$ cat config.mk
export PLATFORM = sky130hd
export DESIGN_NAME = binary_quiz_engine
export DESIGN_NICKNAME = d
export VERILOG_FILES = /design/src/rtl/binary_quiz_engine.sv
export SDC_FILE = /design/constraint.sdc
export NUM_CORES = 1
export LEC_CHECK = 0
export CORE_MARGIN = 2
export CORE_UTILIZATION = 35
export CTS_CLUSTER_SIZE = 40
export DETAILED_ROUTE_END_ITERATION = 6
export SYNTH_ARGS = -nofsm -noshare
export SYNTH_HDL_FRONTEND = slang
export SYNTH_SLANG_ARGS = --single-unit
$ cat constraint.sdc
create_clock -name clk -period 2.7 [get_ports clk]
set_input_delay 0.405 -clock clk [delete_from_list [all_inputs] [get_ports clk]]
set_output_delay 0.405 -clock clk [all_outputs]
set_load 0.01 [all_outputs]
$ cat src/rtl/binary_quiz_engine.sv
// Binary quiz engine: shows a decimal target digit, the player builds the
// matching 4-bit binary answer with toggle buttons, submits it, and sees a
// correct/wrong code followed by a fresh pseudo-random target. A running
// streak of consecutive correct answers can be displayed on request.
module binary_quiz_engine #(
  parameter int unsigned HOLD_CYCLES = 10_000_000,
  parameter logic [7:0]  LFSR_SEED   = 8'hA5
) (
  input  logic       clk,
  input  logic       reset,
  input  logic       btn1,
  input  logic       btn2,
  input  logic       btn3,
  input  logic       btn4,
  input  logic       btn5,
  input  logic       btn6,
  input  logic       btn7,
  output logic [3:0] value,
  output logic [3:0] entry,
  output logic [3:0] score,
  output logic       busy
);

  // Hold counter needs to reach HOLD_CYCLES-1; one spare bit keeps the
  // width sane for tiny HOLD_CYCLES values such as 1.
  localparam int unsigned       HOLD_W    = $clog2(HOLD_CYCLES) + 1;
  localparam logic [HOLD_W-1:0] HOLD_LAST = HOLD_W'(HOLD_CYCLES - 1);

  // Display codes understood by the 7-segment driver beyond plain digits.
  localparam logic [3:0] CODE_RIGHT = 4'd10;
  localparam logic [3:0] CODE_WRONG = 4'd11;
  localparam logic [3:0] CODE_BLANK = 4'd12;

  typedef enum logic [1:0] {
    ASK    = 2'd0,
    RESULT = 2'd1,
    SCORE  = 2'd2,
    NEXT   = 2'd3
  } state_t;

  state_t            state;
  state_t            state_n;
  logic [7:0]        lfsr;
  logic [7:0]        lfsr_n;
  logic [3:0]        target;
  logic [3:0]        target_n;
  logic [3:0]        value_n;
  logic [3:0]        entry_n;
  logic [3:0]        score_n;
  logic              busy_n;
  logic [HOLD_W-1:0] hold;
  logic [HOLD_W-1:0] hold_n;
  logic [3:0]        candidate;

  // Fibonacci LFSR for x^8+x^6+x^5+x^4+1, shifting toward the MSB.
  function automatic logic [7:0] lfsr_step(input logic [7:0] s);
    return {s[6:0], s[7] ^ s[5] ^ s[4] ^ s[3]};
  endfunction

  // Streak counter saturates at the largest displayable digit.
  function automatic logic [3:0] sat_inc_score(input logic [3:0] s);
    return (s >= 4'd9) ? 4'd9 : s + 4'd1;
  endfunction

  // Fold a raw nibble into 0-9 with a single conditional subtract.
  function automatic logic [3:0] fold_digit(input logic [3:0] r);
    return (r < 4'd10) ? r : r - 4'd10;
  endfunction

  // Bump the candidate by one (mod 10) so a round never repeats its target.
  function automatic logic [3:0] pick_target(input logic [3:0] cand,
                                             input logic [3:0] old);
    logic [3:0] bumped;
    bumped = (cand == 4'd9) ? 4'd0 : cand + 4'd1;
    return (cand == old) ? bumped : cand;
  endfunction

  assign candidate = fold_digit(lfsr[3:0]);

  // State and all registered outputs; reset forces a clean ASK with target 0.
  always_ff @(posedge clk or posedge reset) begin
    if (reset) begin
      state  <= ASK;
      lfsr   <= LFSR_SEED;
      target <= 4'd0;
      value  <= 4'd0;
      entry  <= 4'd0;
      score  <= 4'd0;
      busy   <= 1'b0;
      hold   <= '0;
    end else begin
      state  <= state_n;
      lfsr   <= lfsr_n;
      target <= target_n;
      value  <= value_n;
      entry  <= entry_n;
      score  <= score_n;
      busy   <= busy_n;
      hold   <= hold_n;
    end
  end

  // Next-state and next-output decode; ASK resolves one button action per cycle.
  always_comb begin
    state_n  = state;
    lfsr_n   = lfsr_step(lfsr);
    target_n = target;
    value_n  = value;
    entry_n  = entry;
    score_n  = score;
    busy_n   = busy;
    hold_n   = hold;

    case (state)
      ASK: begin
        value_n = target;
        busy_n  = 1'b0;
        if (btn5) begin
          if (entry == target) begin
            score_n = sat_inc_score(score);
            value_n = CODE_RIGHT;
          end else begin
            score_n = 4'd0;
            value_n = CODE_WRONG;
          end
          hold_n  = '0;
          busy_n  = 1'b1;
          state_n = RESULT;
        end else if (btn6) begin
          entry_n = 4'd0;
        end else if (btn7) begin
          value_n = score;
          hold_n  = '0;
          busy_n  = 1'b1;
          state_n = SCORE;
        end else begin
          entry_n = entry ^ {btn1, btn2, btn3, btn4};
        end
      end

      RESULT, SCORE: begin
        // Buttons are deliberately ignored while the display is held.
        if (hold == HOLD_LAST) begin
          hold_n = '0;
          busy_n = 1'b0;
          if (state == RESULT) begin
            value_n = CODE_BLANK;
            state_n = NEXT;
          end else begin
            value_n = target;
            state_n = ASK;
          end
        end else begin
          hold_n = hold + HOLD_W'(1);
          busy_n = 1'b1;
        end
      end

      NEXT: begin
        target_n = pick_target(candidate, target);
        value_n  = target_n;
        entry_n  = 4'd0;
        busy_n   = 1'b0;
        hold_n   = '0;
        state_n  = ASK;
      end

      default: begin
        state_n = ASK;
        busy_n  = 1'b0;
        hold_n  = '0;
      end
    endcase
  end

endmodule

==> results of run 1 <==
critical path: cells and delay by family (launching register included):
kind,cells,cell delay (ns)
DFF,1,0.61
buffers and inverters,2,0.22
and+or+nand+nor,2,0.19
AOI/OAI and AO/OA,3,1.00
adders and majority gates,1,0.33
metal layers:
layer | track usage | vias to the layer above | routed length (um)
met1 | 0.218 | 1225 | 3250
met2 | 0.242 | 54 | 3230
li1 | - | 1231 | -
met3 | 0.0245 | 9 | 224
met4 | 0.0449 | 0 | 75
met5 | 0 | - | 0
state kept, by name (all words and copies together), names as in the netlist:
name    count
value       4
entry       4
hold       25
state       2
score       4
target      4
lfsr        8
busy        1
power groups by stage:
stage	Sequential (mW)	Combinational, mW	Clock (mW)
after CTS	1.03	1.25	0.588
final	1.03	1.25	0.571
after global placement	1.04	1.23	0
after floorplan	1.03	0.951	0
after global routing	1.06	1.41	0.624
after detailed placement	1.05	1.24	0
synthesized netlist by cell type (all sizes together) (2+ instances only):
cell type  number
xor2           13
and4            4
a31oi           6
nor4            2
buf            11
nand3b          2
o31ai           3
inv            17
nor2b           4
nand4           7
and2            2
nor3            4
o22ai           3
and3            7
ha              8
o21ai          33
nand2          37
dfstp           4
clkbuf          4
nor4b           5
a21oi          17
xnor2          11
and3b           2
a2111oi         2
nand2b          7
nor2           36
o21a            2
nand3          12
o211ai          5
dfrtp          48
cells by family (layout without fill, tap and decap cells):
family / after synthesis / after routing / synth area share
AO/OA/AOI/OAI: 86 / 86 / 0.185
XOR/XNOR: 24 / 24 / 0.0685
adder cells (fa/ha/maj): 8 / 8 / 0.0326
buffers and inverters: 32 / 54 / 0.0575
flip-flops: 52 / 52 / 0.426
multiplexers: 2 / 2 / 0.00694
AND/OR/NAND/NOR: 133 / 133 / 0.224
area by class of cell:
class	instances	area, um^2
Fill cell	881	5110
Tap cell	108	135
Clock buffer	6	82.6
Clock inverter	2	38.8
Timing Repair Buffer	29	270
Multi-Input combinational cell	253	1580
Sequential cell	52	1310
Inverter	17	63.8
final timing paths:
path	to	slack (ns)	cells past startpoint
max	value[3]	0.27	8
min	lfsr[7]	0.37	0
max reg2reg	value[3]	0.27	8
min reg2reg	lfsr[7]	0.37	0
max in group asynchronous	hold[9]	1.56	3
min in group asynchronous	entry[0]	0.52	2
==> flow_summary_export.csv, run 1 <==
group,metric,value,unit
run_status,status,"finished clean",
pwr,p_int,1.73,mW
worst_setup_path,crit_chain,"inv_1 > ha_1 > inv_1 > nand3_1 > a2111oi_0 > nand2_1 > a211o_1 > a31oi_1",
die,die-height,97.6,um
hold_path,worstHoldStart,"lfsr[6]",
layout,layout-drive-gt1-share,0.0864,
clock_network,cts_sinks,52,
global_route,grt_start_max_net_pins,33,
clock_network,post_cts_resize_count,0,
worst_setup_path,worstSetupEndpointType,"register",
sta,sum_of_negative_setup_slack,0,ns
route,number_of_search_and_repair_iterations_in_the_first_detailed_routing_pass,5,
global_route,grt_pass1_vias,2470,
placement,preCtsSetupSlack,0.327,ns
clock_network,clock_latency_at_the_later_pin_of_the_worst_skew_pair,0.31,ns
pwr,max-vdd-ir-drop,0.459,mV
pwr,p_comb_frac,0.437,
layout,layout_commonest_cell,"dfrtp_1",
die,num_io_pins,22,
worst_setup_path,slowest_stage,"dfstp_2",
die,core,8590,um^2
route,vias_per_cell,5.39,
worst_setup_path,worst_path_most_repeated_cell,"inv_1",
synthesis,seq_area_frac_synth,0.426,
worst_setup_path,timing.setup.critical_path_class,"reg2reg",
synthesis,yosys_most_used_dff,"dfrtp_1",
synthesis,ys_ff_latch,52,
layout,utilization,0.405,
route,detail_route.wl_per_cell,14.5,um
clock_network,cts_tree,"built",
clock_network,cts_buffer_depth,2,
hold_path,hold_class,"reg2reg",
worst_setup_path,cp-startpoint,"lfsr[2]",
sta,finalClockSkew,0.0102,ns
sta,fin_worst_hold_slack,0.371,ns
worst_setup_path,critical_path_arrival,2.66,ns
layout,syn2layout_area_growth,13.5,%
route,routed_wirelength,6780,um
sta,finalHoldViolations,0,
pwr,clockPowerShare,0.201,
worst_setup_path,r2r-start,"lfsr[2]",
sta,max_freq,412,MHz
sta,max_slew_margin,0.544,
sta,setup_viol,0,
worst_setup_path,crit_start_category,"register",
route,initialDrtViolationCount,128,
sta,final_min_period_over_clock_period,0.900,
synthesis,synth_cells,337,
synthesis,syn-cell-area,3070,um^2
pwr,totalPowerFinal,2.85,mW
sta,setup_repair_after_global_routing_missed_its_margin,"no",
clock_network,library_cell_used_as_clock_root_buffer,"clkbuf_8",
synthesis,synth_area_leader_cell,"dfrtp_1",
placement,placed_cell_area,3360,um^2
route,route.antenna.remaining_nets,0,
pwr,p_leak,1.45,nW
die,fp.dieW,97.6,um
worst_setup_path,critPathRequiredTime,2.93,ns
layout,layout_net_count,375,
synthesis,synth_top_area_cells,"dfrtp_1, o21ai_0, nand2_1",
clock_network,clkTransAtPathRegs,0.09,ns
global_route,grt_usage,0.153,
die,floorplan.die_area,9530,um^2
synthesis,ys_types,57,
route,vias,2519,
worst_setup_path,crit_fanout,9,
route,drc_errors,0,
layout,n_antenna_cell,0,
synthesis,synth-edff-count,0,
pwr,p_per_area,818,nW/um^2
placement,place_congestion,0.841,
layout,finish.instance_area,3480,um^2
global_route,antenna_found_initial,0,
sta,layout_setup_ws,0.270,ns
sta,final_max_slew_viol_count,0,
placement,buffer_ports.inserted,21,
placement,detailedPlacementHpwl,4820,um
clock_network,h-tree-depth,2,
clock_network,cts_buffers,5,
global_route,grt_first_pass_wirelength,12200,um
sta,worstMarginPinSlew,0.683,ns
clock_network,post_cts.repair.setup_buffers,0,
sta,period_minus_slack,2.43,ns
layout,post_layout_nonfiller_instances,467,
synthesis,synthesis.nets,354,
flow_run,max-cap-violations,0,
layout,mostFrequentLayoutCells,"dfrtp_1, nand2_1, nor2_1",
clock_network,post_cts_hold_buffer_count,0,
synthesis,fraction_of_registers_with_async_set_or_reset_after_synthesis,1.00,
pwr,netSwitchingFraction,0.392,
pwr,seq_power_share,0.362,
synthesis,ys.warnings.count,0,
global_route,grt-ovfl-total,0,
die,std_cell_rows,34,
synthesis,syn-mean-instance-area,9.10,um^2
worst_setup_path,critical_path.max_stage_delay,0.61,ns
synthesis,fraction_of_post_synthesis_cell_area_in_the_top_cell_type_by_area,0.392,
die,start_util,0.357,
pwr,switchingPower,1.12,mW
placement,numPlacedInstances,459,
(Power assumes the default switching activity.)
==> inputs of run 2 (changes only) <==
--- a/config.mk
+++ b/config.mk
@@ -5,6 +5,8 @@
 export SDC_FILE = /design/constraint.sdc
 export NUM_CORES = 1
 export LEC_CHECK = 0
+export ABC_CLOCK_PERIOD_IN_PS = 2700
+export CAP_MARGIN = 10
 export CORE_MARGIN = 2
 export CORE_UTILIZATION = 35
 export CTS_CLUSTER_SIZE = 40
==> results of run 2 <==
No change in the layout: final DEF, timing and power equal those of run 1.
==> inputs of run 3 (changes only) <==
--- a/config.mk
+++ b/config.mk
@@ -11,6 +11,8 @@
 export CORE_UTILIZATION = 35
 export CTS_CLUSTER_SIZE = 40
 export DETAILED_ROUTE_END_ITERATION = 6
+export HOLD_SLACK_MARGIN = 0.15
+export PLACE_DENSITY = 0.56
 export SYNTH_ARGS = -nofsm -noshare
 export SYNTH_HDL_FRONTEND = slang
 export SYNTH_SLANG_ARGS = --single-unit
==> flow_summary_export.csv, run 3 (synthesized netlist as in run 1, its figures left out) <==
group,metric,value,unit
route,routed_wirelength,6680,um
sta,sum_of_negative_setup_slack,0,ns
route,route.antenna.remaining_nets,0,
worst_setup_path,slowest_stage,"dfrtp_1",
route,vias,2444,
clock_network,cts_buffers,5,
worst_setup_path,r2r-start,"lfsr[1]",
layout,filler_cell_count,879,
die,start_util,0.357,
route,detail_route.wl_per_cell,14.3,um
route,vias_per_cell,5.24,
sta,final_max_slew_viol_count,0,
die,die-height,97.6,um
sta,worstMarginPinSlew,0.530,ns
pwr,p_leak,1.43,nW
clock_network,clock_latency_at_the_later_pin_of_the_worst_skew_pair,0.30,ns
sta,setup_viol,0,
layout,multiInputGateArea,1590,um^2
pwr,max-vdd-ir-drop,0.332,mV
sta,finalClockSkew,0.0127,ns
worst_setup_path,worst_r2r_path_depth,8,
sta,fin_worst_hold_slack,0.348,ns
route,initialDrtViolationCount,77,
die,std_cell_rows,34,
layout,mostFrequentLayoutCells,"dfrtp_1, nand2_1, nor2_1",
clock_network,library_cell_used_as_clock_root_buffer,"clkbuf_8",
worst_setup_path,worstSetupEndpointType,"register",
placement,buffer_ports.inserted,21,
layout,seq_area,1310,um^2
worst_setup_path,capture_instance_of_the_worst_register_to_register_path,"target[3]",
die,num_io_pins,22,
placement,place_congestion,0.854,
layout,layout_commonest_cell,"dfrtp_1",
worst_setup_path,r2r_setup_slack,0.19,ns
die,fp.dieW,97.6,um
global_route,antenna_found_initial,0,
worst_setup_path,worstSetupEndpoint,"target[3]",
sta,max_freq,399,MHz
die,core,8590,um^2
global_route,grt-ovfl-total,0,
placement,detailedPlacementHpwl,4840,um
layout,syn2layout_area_growth,12.5,%
worst_setup_path,critical_path_arrival,2.66,ns
sta,setup_repair_after_global_routing_missed_its_margin,"no",
layout,utilization,0.402,
flow_run,max-cap-violations,0,
layout,finish.instance_area,3450,um^2
layout,largest_register_ffs,25,
global_route,grt_first_pass_wirelength,11700,um
die,floorplan.die_area,9530,um^2
worst_setup_path,critPathRequiredTime,2.86,ns
pwr,p_per_area,784,nW/um^2
global_route,grt_start_max_net_pins,25,
clock_network,cts_buffer_depth,2,
layout,layout-drive-gt1-share,0.0810,
route,drc_errors,0,
layout,top_register,"hold",
sta,period_minus_slack,2.51,ns
layout,n_antenna_cell,0,
global_route,grt_pass1_vias,2434,
sta,finalHoldViolations,0,
layout,reg.largest.list,"hold: 25 flops, lfsr: 8 flops",
worst_setup_path,crit_fanout,12,
clock_network,clkTransAtPathRegs,0.09,ns
worst_setup_path,crit_start_category,"register",
global_route,grt_usage,0.147,
worst_setup_path,crit_chain,"inv_1 > ha_1 > and3b_1 > o211ai_1 > a32o_1 > a2111oi_1 > a211o_1 > o21ai_0",
clock_network,cts_sinks,52,
pwr,totalPowerFinal,2.71,mW
sta,max_slew_margin,0.647,
sta,final_min_period_over_clock_period,0.928,
worst_setup_path,critical_path.max_stage_delay,0.51,ns
worst_setup_path,timing.setup.critical_path_class,"reg2reg",
hold_path,hold_class,"reg2reg",
clock_network,cts_tree,"built",
clock_network,h-tree-depth,2,
placement,placed_cell_area,3350,um^2
worst_setup_path,cp-startpoint,"lfsr[1]",
run_status,status,"finished clean",
layout,layout_net_count,374,
route,number_of_search_and_repair_iterations_in_the_first_detailed_routing_pass,4,
run 3: cell count changes in the layout (fill, tap and decap cells not counted):
| cell | before | now |
|---|---|---|
| buf_4 | 8 | 7 |
| a32oi_2 | 0 | 1 |
| a2111oi_0 | 1 | 0 |
| a2111oi_1 | 1 | 2 |
| bufinv_16 | 1 | 0 |
| clkbuf_1 | 0 | 2 |
| clkinv_4 | 1 | 0 |
| a32oi_1 | 1 | 0 |
run 3: layout make-up:
cell class                 count  share of cell area
timing repair buffer          28              0.0761
sequential                    52               0.379
clock buffer                   8              0.0261
inverter                      17              0.0185
tap                          108              0.0392
multi-input combinational    253               0.462
run 3: layer usage:
metal / vias up / global-route usage / share of wire
li1: 1229 / - / -
met1: 1174 / 0.205 / 0.49
met2: 37 / 0.242 / 0.47
met3: 4 / 0.0259 / 0.031
met4: 0 / 0.0267 / 0.0046
met5: - / 0 / 0
run 3: worst min-delay path by stage:
| stage | start | to | slack [ns] | depth (start not counted) |
|---|---|---|---|---|
| final | lfsr[6] | lfsr[7] | 0.35 | 0 |
| after global routing | lfsr[6] | lfsr[7] | 0.37 | 0 |
| after CTS | lfsr[6] | lfsr[7] | 0.35 | 0 |
| after detailed placement | lfsr[6] | lfsr[7] | 0.35 | 0 |
| after global placement | lfsr[6] | lfsr[7] | 0.34 | 0 |
| after floorplan | lfsr[6] | lfsr[7] | 0.33 | 0 |
run 3: metrics by stage:
step                setup WS, ns  std cells
global route              0.0412        466
floorplan                  0.499        337
detailed placement         0.296        458
global placement           0.314        458
finish                     0.194        466
CTS                        0.272        466
run 3: where the power goes:
part           leakage [nW]  total (mW)  switching (mW)  internal (mW)
Combinational         0.692        1.22           0.708          0.511
Clock                0.0455       0.461           0.251          0.210
Sequential            0.691        1.03           0.127          0.900
run 3: critical path: cells and delay by family, from the launching register on:
kind            cells  cell delay [ns]
buf+inv             1             0.16
fa+ha+maj           1             0.37
flops               1             0.51
compound gates      5             1.12
simple gates        1             0.22
run 3: timing repair:
| action | in CTS | in global routing |
|---|---|---|
| endpoints found under the setup margin | 0 | 2 |
| buffers inserted | 0 | 0 |
| gates resized for setup | 0 | 2 |
| hold buffers | 0 | 0 |
| endpoints found under the hold margin | 0 | 0 |
